===== src/rtl/csr_regblock.sv =====
// CSR register block behind the generic bus port of the APB4 bridge.
// Holds CTRL/STATUS/SCRATCH/ID/COUNT and answers each accepted request
// with a one-cycle registered ack carrying read data or an error flag.
module csr_regblock #(
  parameter int unsigned ADDR_WIDTH   = 5,
  parameter int unsigned DATA_WIDTH   = 32,
  parameter int unsigned STATUS_WIDTH = 8,
  parameter logic [31:0] ID_VALUE     = 32'hC5B0_0001
) (
  input  logic                      clk,
  input  logic                      rst,
  input  logic                      bus_req,
  input  logic                      bus_req_is_wr,
  input  logic [ADDR_WIDTH-1:0]     bus_addr,
  input  logic [DATA_WIDTH-1:0]     bus_wr_data,
  input  logic [DATA_WIDTH/8-1:0]   bus_wr_biten,
  output logic                      bus_req_stall_wr,
  output logic                      bus_req_stall_rd,
  output logic                      bus_rd_ack,
  output logic                      bus_rd_err,
  output logic [DATA_WIDTH-1:0]     bus_rd_data,
  output logic                      bus_wr_ack,
  output logic                      bus_wr_err,
  output logic [7:0]                ctrl_o,
  input  logic [STATUS_WIDTH-1:0]   hw_status_set,
  input  logic                      hw_event,
  output logic                      irq_o
);

  localparam int unsigned NUM_BYTES = DATA_WIDTH / 8;
  localparam int unsigned IDX_WIDTH = ADDR_WIDTH - 2;

  localparam logic [0:0] ST_IDLE = 1'b0;
  localparam logic [0:0] ST_RESP = 1'b1;

  localparam logic [IDX_WIDTH-1:0] IDX_CTRL    = IDX_WIDTH'(0);
  localparam logic [IDX_WIDTH-1:0] IDX_STATUS  = IDX_WIDTH'(1);
  localparam logic [IDX_WIDTH-1:0] IDX_SCRATCH = IDX_WIDTH'(2);
  localparam logic [IDX_WIDTH-1:0] IDX_ID      = IDX_WIDTH'(3);
  localparam logic [IDX_WIDTH-1:0] IDX_COUNT   = IDX_WIDTH'(4);

  logic [0:0]              state_q;
  logic [0:0]              state_d;

  logic [15:0]             ctrl_q;
  logic [15:0]             ctrl_d;
  logic [STATUS_WIDTH-1:0] status_q;
  logic [STATUS_WIDTH-1:0] status_d;
  logic [DATA_WIDTH-1:0]   scratch_q;
  logic [DATA_WIDTH-1:0]   scratch_d;
  logic [DATA_WIDTH-1:0]   count_q;
  logic [DATA_WIDTH-1:0]   count_d;

  logic                    accept_c;
  logic                    acc_err_c;
  logic                    wr_ok_c;
  logic                    count_clr_c;
  logic [IDX_WIDTH-1:0]    idx_c;
  logic [DATA_WIDTH-1:0]   be_mask_c;
  logic [DATA_WIDTH-1:0]   rd_value_c;
  logic [STATUS_WIDTH-1:0] w1c_c;

  logic                    rd_ack_d;
  logic                    wr_ack_d;
  logic                    rd_err_d;
  logic                    wr_err_d;
  logic [DATA_WIDTH-1:0]   rd_data_d;
  logic                    irq_d;
  logic                    irq_q;

  assign idx_c    = bus_addr[ADDR_WIDTH-1:2];
  assign accept_c = bus_req & (state_q == ST_IDLE);

  // Expand per-byte enables into a bit mask
  always_comb begin
    be_mask_c = '0;
    for (int b = 0; b < NUM_BYTES; b++) begin
      be_mask_c[b*8 +: 8] = {8{bus_wr_biten[b]}};
    end
  end

  // Address decode: read mux and access error detection
  always_comb begin
    acc_err_c  = (bus_addr[1:0] != 2'b00);
    rd_value_c = '0;
    case (idx_c)
      IDX_CTRL:    rd_value_c = DATA_WIDTH'(ctrl_q);
      IDX_STATUS:  rd_value_c = DATA_WIDTH'(status_q);
      IDX_SCRATCH: rd_value_c = scratch_q;
      IDX_ID: begin
        rd_value_c = DATA_WIDTH'(ID_VALUE);
        if (bus_req_is_wr) acc_err_c = 1'b1;
      end
      IDX_COUNT: begin
        rd_value_c = count_q;
        if (bus_req_is_wr) acc_err_c = 1'b1;
      end
      default:     acc_err_c = 1'b1;
    endcase
  end

  // CSR next values: bus writes merged with hardware set/event inputs
  always_comb begin
    ctrl_d      = ctrl_q;
    scratch_d   = scratch_q;
    w1c_c       = '0;
    count_clr_c = 1'b0;
    wr_ok_c     = accept_c & bus_req_is_wr & ~acc_err_c;
    if (wr_ok_c) begin
      case (idx_c)
        IDX_CTRL: begin
          ctrl_d      = (ctrl_q & ~be_mask_c[15:0]) | (bus_wr_data[15:0] & be_mask_c[15:0]);
          count_clr_c = bus_wr_data[31] & be_mask_c[31];
        end
        IDX_STATUS:  w1c_c = bus_wr_data[STATUS_WIDTH-1:0] & be_mask_c[STATUS_WIDTH-1:0];
        IDX_SCRATCH: scratch_d = (scratch_q & ~be_mask_c) | (bus_wr_data & be_mask_c);
        default:     ;
      endcase
    end
    // Hardware set is applied after the clear so a same-cycle set wins
    status_d = (status_q & ~w1c_c) | hw_status_set;
    if (count_clr_c) begin
      count_d = '0;
    end else if (hw_event && (count_q != {DATA_WIDTH{1'b1}})) begin
      count_d = count_q + DATA_WIDTH'(1);
    end else begin
      count_d = count_q;
    end
  end

  // FSM next state and registered response values
  always_comb begin
    state_d   = state_q;
    rd_ack_d  = 1'b0;
    wr_ack_d  = 1'b0;
    rd_err_d  = 1'b0;
    wr_err_d  = 1'b0;
    rd_data_d = '0;
    case (state_q)
      ST_IDLE: begin
        if (bus_req) begin
          state_d   = ST_RESP;
          rd_ack_d  = ~bus_req_is_wr;
          wr_ack_d  = bus_req_is_wr;
          rd_err_d  = ~bus_req_is_wr & acc_err_c;
          wr_err_d  = bus_req_is_wr & acc_err_c;
          if (!bus_req_is_wr && !acc_err_c) rd_data_d = rd_value_c;
        end
      end
      default: state_d = ST_IDLE;
    endcase
    irq_d = |(status_q & ctrl_q[8 +: STATUS_WIDTH]);
  end

  // State, CSR and response registers
  always_ff @(posedge clk) begin
    if (rst) begin
      state_q     <= ST_IDLE;
      ctrl_q      <= '0;
      status_q    <= '0;
      scratch_q   <= '0;
      count_q     <= '0;
      bus_rd_ack  <= 1'b0;
      bus_wr_ack  <= 1'b0;
      bus_rd_err  <= 1'b0;
      bus_wr_err  <= 1'b0;
      bus_rd_data <= '0;
      irq_q       <= 1'b0;
    end else begin
      state_q     <= state_d;
      ctrl_q      <= ctrl_d;
      status_q    <= status_d;
      scratch_q   <= scratch_d;
      count_q     <= count_d;
      bus_rd_ack  <= rd_ack_d;
      bus_wr_ack  <= wr_ack_d;
      bus_rd_err  <= rd_err_d;
      bus_wr_err  <= wr_err_d;
      bus_rd_data <= rd_data_d;
      irq_q       <= irq_d;
    end
  end

  assign bus_req_stall_wr = (state_q == ST_RESP);
  assign bus_req_stall_rd = (state_q == ST_RESP);
  assign ctrl_o           = ctrl_q[7:0];
  assign irq_o            = irq_q;

endmodule


===== config.mk =====
export PLATFORM = sky130hd
export DESIGN_NAME = csr_regblock
export DESIGN_NICKNAME = d
export VERILOG_FILES = /design/src/rtl/csr_regblock.sv
export SDC_FILE = /design/constraint.sdc
export NUM_CORES = 1
export LEC_CHECK = 0
export ABC_AREA = 1
export CORE_UTILIZATION = 35
export CTS_CLUSTER_SIZE = 12
export DETAILED_ROUTE_END_ITERATION = 7
export PLACE_DENSITY = 0.58
export SLEW_MARGIN = 5
export SYNTH_ARGS = -nofsm -noshare
export SYNTH_HDL_FRONTEND = slang
export SYNTH_SLANG_ARGS = --single-unit

===== constraint.sdc =====
create_clock -name clk -period 1.7 [get_ports clk]
set_input_delay 0.17 -clock clk [delete_from_list [all_inputs] [get_ports clk]]
set_output_delay 0.17 -clock clk [all_outputs]
set_load 0.005 [all_outputs]

==> run summary <==
=================================================================================
Number of flops mapped to enable cells by yosys ....................            0
Adder-cell share of the synthesized area ...........................      0.2058%
Overall die area ...................................................  0.01790 mm2
Die outline width ..................................................     133.8 um
Most common library cell in the layout ignoring fill and taps ......      nand2_1
WP data required ...................................................      2.06 ns
Area of the core ...................................................  0.01676 mm2
Critical-path top delay cell .......................................      dfxtp_1
Worst EP arrival ...................................................      1.95 ns
Clock slew at reported path FFs ....................................      0.06 ns
Most frequent cells in the layout .................................. 308 x nand2_1, 156 x nor2_1, 124 x dfxtp_1
Synth area leaders ................................................. dfxtp_1 41%, nand2_1 19%, nor2_1 9.8%
Synthesized-area fraction occupied by ao, oa, aoi and oai cells ....       9.385%
Ordered cell list for the critical path ............................ ha_2 -> inv_1 -> nor2_4 -> nand2_4 -> buf_4 -> nor2_1 -> nand3_1 -> nand2_1 -> nand2_1 -> a21oi_1
Top cell by count, worst path ......................................      nand2_1
Yosys warning count ................................................            0
Start point of the worst hold path ................................. hw_status_set[7]
Largest voltage drop on the vdd net ................................    0.7555 mV
Largest fanout on the critical path ................................            2
Depth of the CTS H-tree ............................................            4
Finish-stage setup viols ...........................................            0
Fraction of synthesized cell area in xor and xnor cells ............       2.161%
Number of post-CTS setup repair buffers ............................            0
Delay of the slowest critical-path stage ...........................      0.34 ns
Routed wire length per instance ....................................     13.20 um
Last weighted congestion value of the routability-driven placer ....       0.8508
Pwr dens ........................................................... 857.1 mW/mm2
I/O Pins ...........................................................          101
Worst min-delay path category ...................................... input port to flop
Overall Global Routing Usage .......................................       19.99%
Critical Path Sink Type ............................................         flop
Port buffer count ..................................................          100
Hold Crit Endpoint .................................................  status_q[7]
Number of standard cells in the layout, taps in and fillers out ....        1,304
Cell chosen for the clock root .....................................    clkbuf_16
Post-route minimum period ..........................................     1.592 ns
Final Max Tran Viols ...............................................            0
TritonCTS sink count ...............................................          126
Share of synthesized area spent on multiplexers ....................           0%
Most used flip-flop cell after synthesis ...........................      dfxtp_1
Post-Synthesis Cells ...............................................          916
Unique cell type count in the Yosys netlist ........................           35
Upper clock frequency limit ........................................    628.2 MHz
Number of storage elements in the synthesis netlist ................          126
Busiest grt layer ..................................................         met2
Post-Synth Simple-Gate Area ........................................       36.00%
Routed Antenna Nets ................................................            0
Total Nets Final ...................................................        1,126
Drt total wl .......................................................     17.22 mm
Max-cap violation count ............................................            0
Met1 layer usage reported by global route ..........................       27.88%
Clk buf depth ......................................................            2
Row count ..........................................................           47
Register area share after synthesis ................................       41.49%
Detailed-route via count ...........................................        5,879
Antenna violations before repair ...................................            0
Final Hold Vio Count ...............................................            0
Largest net degree at the start of global routing ..................           27
Area of combinational cells with multiple inputs ................... 0.002918 mm2
Area fraction of the dominant cell type after synthesis ............       41.49%
GRT overflow .......................................................            0
Floorplan die height ...............................................     133.8 um
Worst R2R Setup Slack ..............................................      0.11 ns
Library cell with the largest summed area after synthesis ..........      dfxtp_1
First-pass GRT wire length .........................................     27.72 mm
Worst r2r src ......................................................   count_q[0]
Worst-case clock skew ..............................................  0.004846 ns
Worst setup SP type ................................................         flop
CTS tree ...........................................................          yes
Initial cell density of the core ...................................       36.27%
Main combinational cell family by area after synthesis ............. simple AND/OR/NAND/NOR gates
Inserted Clock Buffers .............................................           17
Cells on worst reg2reg path ........................................           10
Met3 Usage GRT .....................................................       4.951%
Mean Syn Cell Area .................................................    6.637 um2
HPWL Detailed ......................................................     12.92 mm
Hold buffer count at CTS ...........................................            0
Final Core Density .................................................       49.83%
Class of the most critical setup path .............................. flop to flop
Final period utilization ...........................................       93.63%
# DRC ..............................................................            0
Per-cell via count in the routed design ............................        4.508
Worst Hold Path Cells ..............................................            3
Standby leakage power ..............................................     3.649 nW
Outcome ............................................................ complete, no violations
RSZ-0062 raised after global routing ...............................           no
Number of optimization iterations in the first detailed-route pass .            5
FFs w/ async S/R, synth ............................................           0%
Filler cells .......................................................        1,742
Netlist area before placement ...................................... 0.006080 mm2
Skew-Pair Late Insertion Delay .....................................      0.43 ns
Reg-to-Reg End .....................................................  count_q[26]
Met2 usage .........................................................       30.54%
Synthesized net count ..............................................          971
DR iter-0 viols ....................................................          363
Vias in the first global route .....................................        5,378
Synth-to-layout area growth ........................................       37.37%
Total area of sequential cells ..................................... 0.002525 mm2
Transition time of the tightest slew-check pin .....................    0.3117 ns
Share of post-route cells with drive strength above 1 ..............       13.28%
Inst Count DP ......................................................        1,272
Count of inserted antenna diode cells ..............................            0
Headroom to the max-slew limit .....................................       79.14%
=================================================================================
## critical path, delay by kind of cell, from the launching register on
kind            cells  cell delay, ns
simple gates        6            0.64
flops               1            0.34
buf+inv             2            0.23
fa+ha+maj           1            0.20
compound gates      1            0.12
## per-layer routing
| layer | vias to the layer above | part of all wire (%) |
|---|---|---|
| met4 | 0 | 1.1 |
| met5 | - | 0 |
| li1 | 3117 | - |
| met2 | 121 | 44 |
| met3 | 19 | 4.8 |
| met1 | 2622 | 50 |
## final cells by class
type,instances,area share [%]
clock buffer,17,5.094
clock inverter,15,2.037
inverter,106,4.794
multi-input combinational,645,34.94
sequential,126,30.23
tap,220,3.296
timing repair buffer,175,19.61
## synth_stat cells, types with 3 or more instances
master and instances:
nand2_1 308, nor2_1 159, dfxtp_1 126, inv_1 102, a21oi_1 58, nand3_1 28, o21ai_0 26, clkbuf_1 13
xor2_1 11, buf_4 9, buf_6 9, buf_2 7, nand2_2 6, nand2_4 5, o22ai_1 5, a41oi_1 4
inv_2 4, nand4_1 4, nor2_2 4, nor2_4 4, xnor2_1 4, a21oi_2 3, o221ai_1 3
## repair_timing
action / CTS / global route
setup endpoints to repair: 0 / 30
hold endpoints to repair: 0 / 0
resized for setup: 0 / 12
## where the power goes
| group | internal (W) | switching [W] | leakage, nW |
|---|---|---|---|
| Clock | 0.00230 | 0.00142 | 0.293 |
| Combinational | 0.000224 | 0.000218 | 2.34 |
| Sequential | 0.00298 | 0.0000173 | 1.02 |
| Total | 0.00550 | 0.00166 | 3.65 |
## per-stage QoR
stage               hold WS [ns]  cell area (um2)  total power [W]  TNS, ns  worst slack (ns)
floorplan                 0.2493             6080         0.003222        0          0.003806
global placement          0.4525             7725         0.003498   -7.893           -0.1423
detailed placement        0.4602             7725         0.003497   -9.839           -0.2011
CTS                       0.2888             8320         0.007217        0           0.02204
global route              0.2905             8352         0.007394        0          0.001475
finish                    0.2982             8352         0.007158        0            0.1082
## how the worst max path moves through the flow
stage                        to        start
global route        count_q[26]   count_q[0]
detailed placement         flop  bus_addr[1]
CTS                 count_q[25]   count_q[0]
global placement           flop  bus_addr[1]
floorplan           count_q[16]   count_q[0]
finish              count_q[26]   count_q[0]
## cell families (layout without fill, tap and decap cells)
kind of cell | after synthesis | after routing
buffers and inverters | 145 | 313
AO/OA/AOI/OAI | 103 | 103
adder cells (fa/ha/maj) | 1 | 1
flip-flops | 126 | 126
XOR/XNOR | 15 | 15
AND/OR/NAND/NOR | 526 | 526
Note: power is estimated with default switching activity, not from simulation.
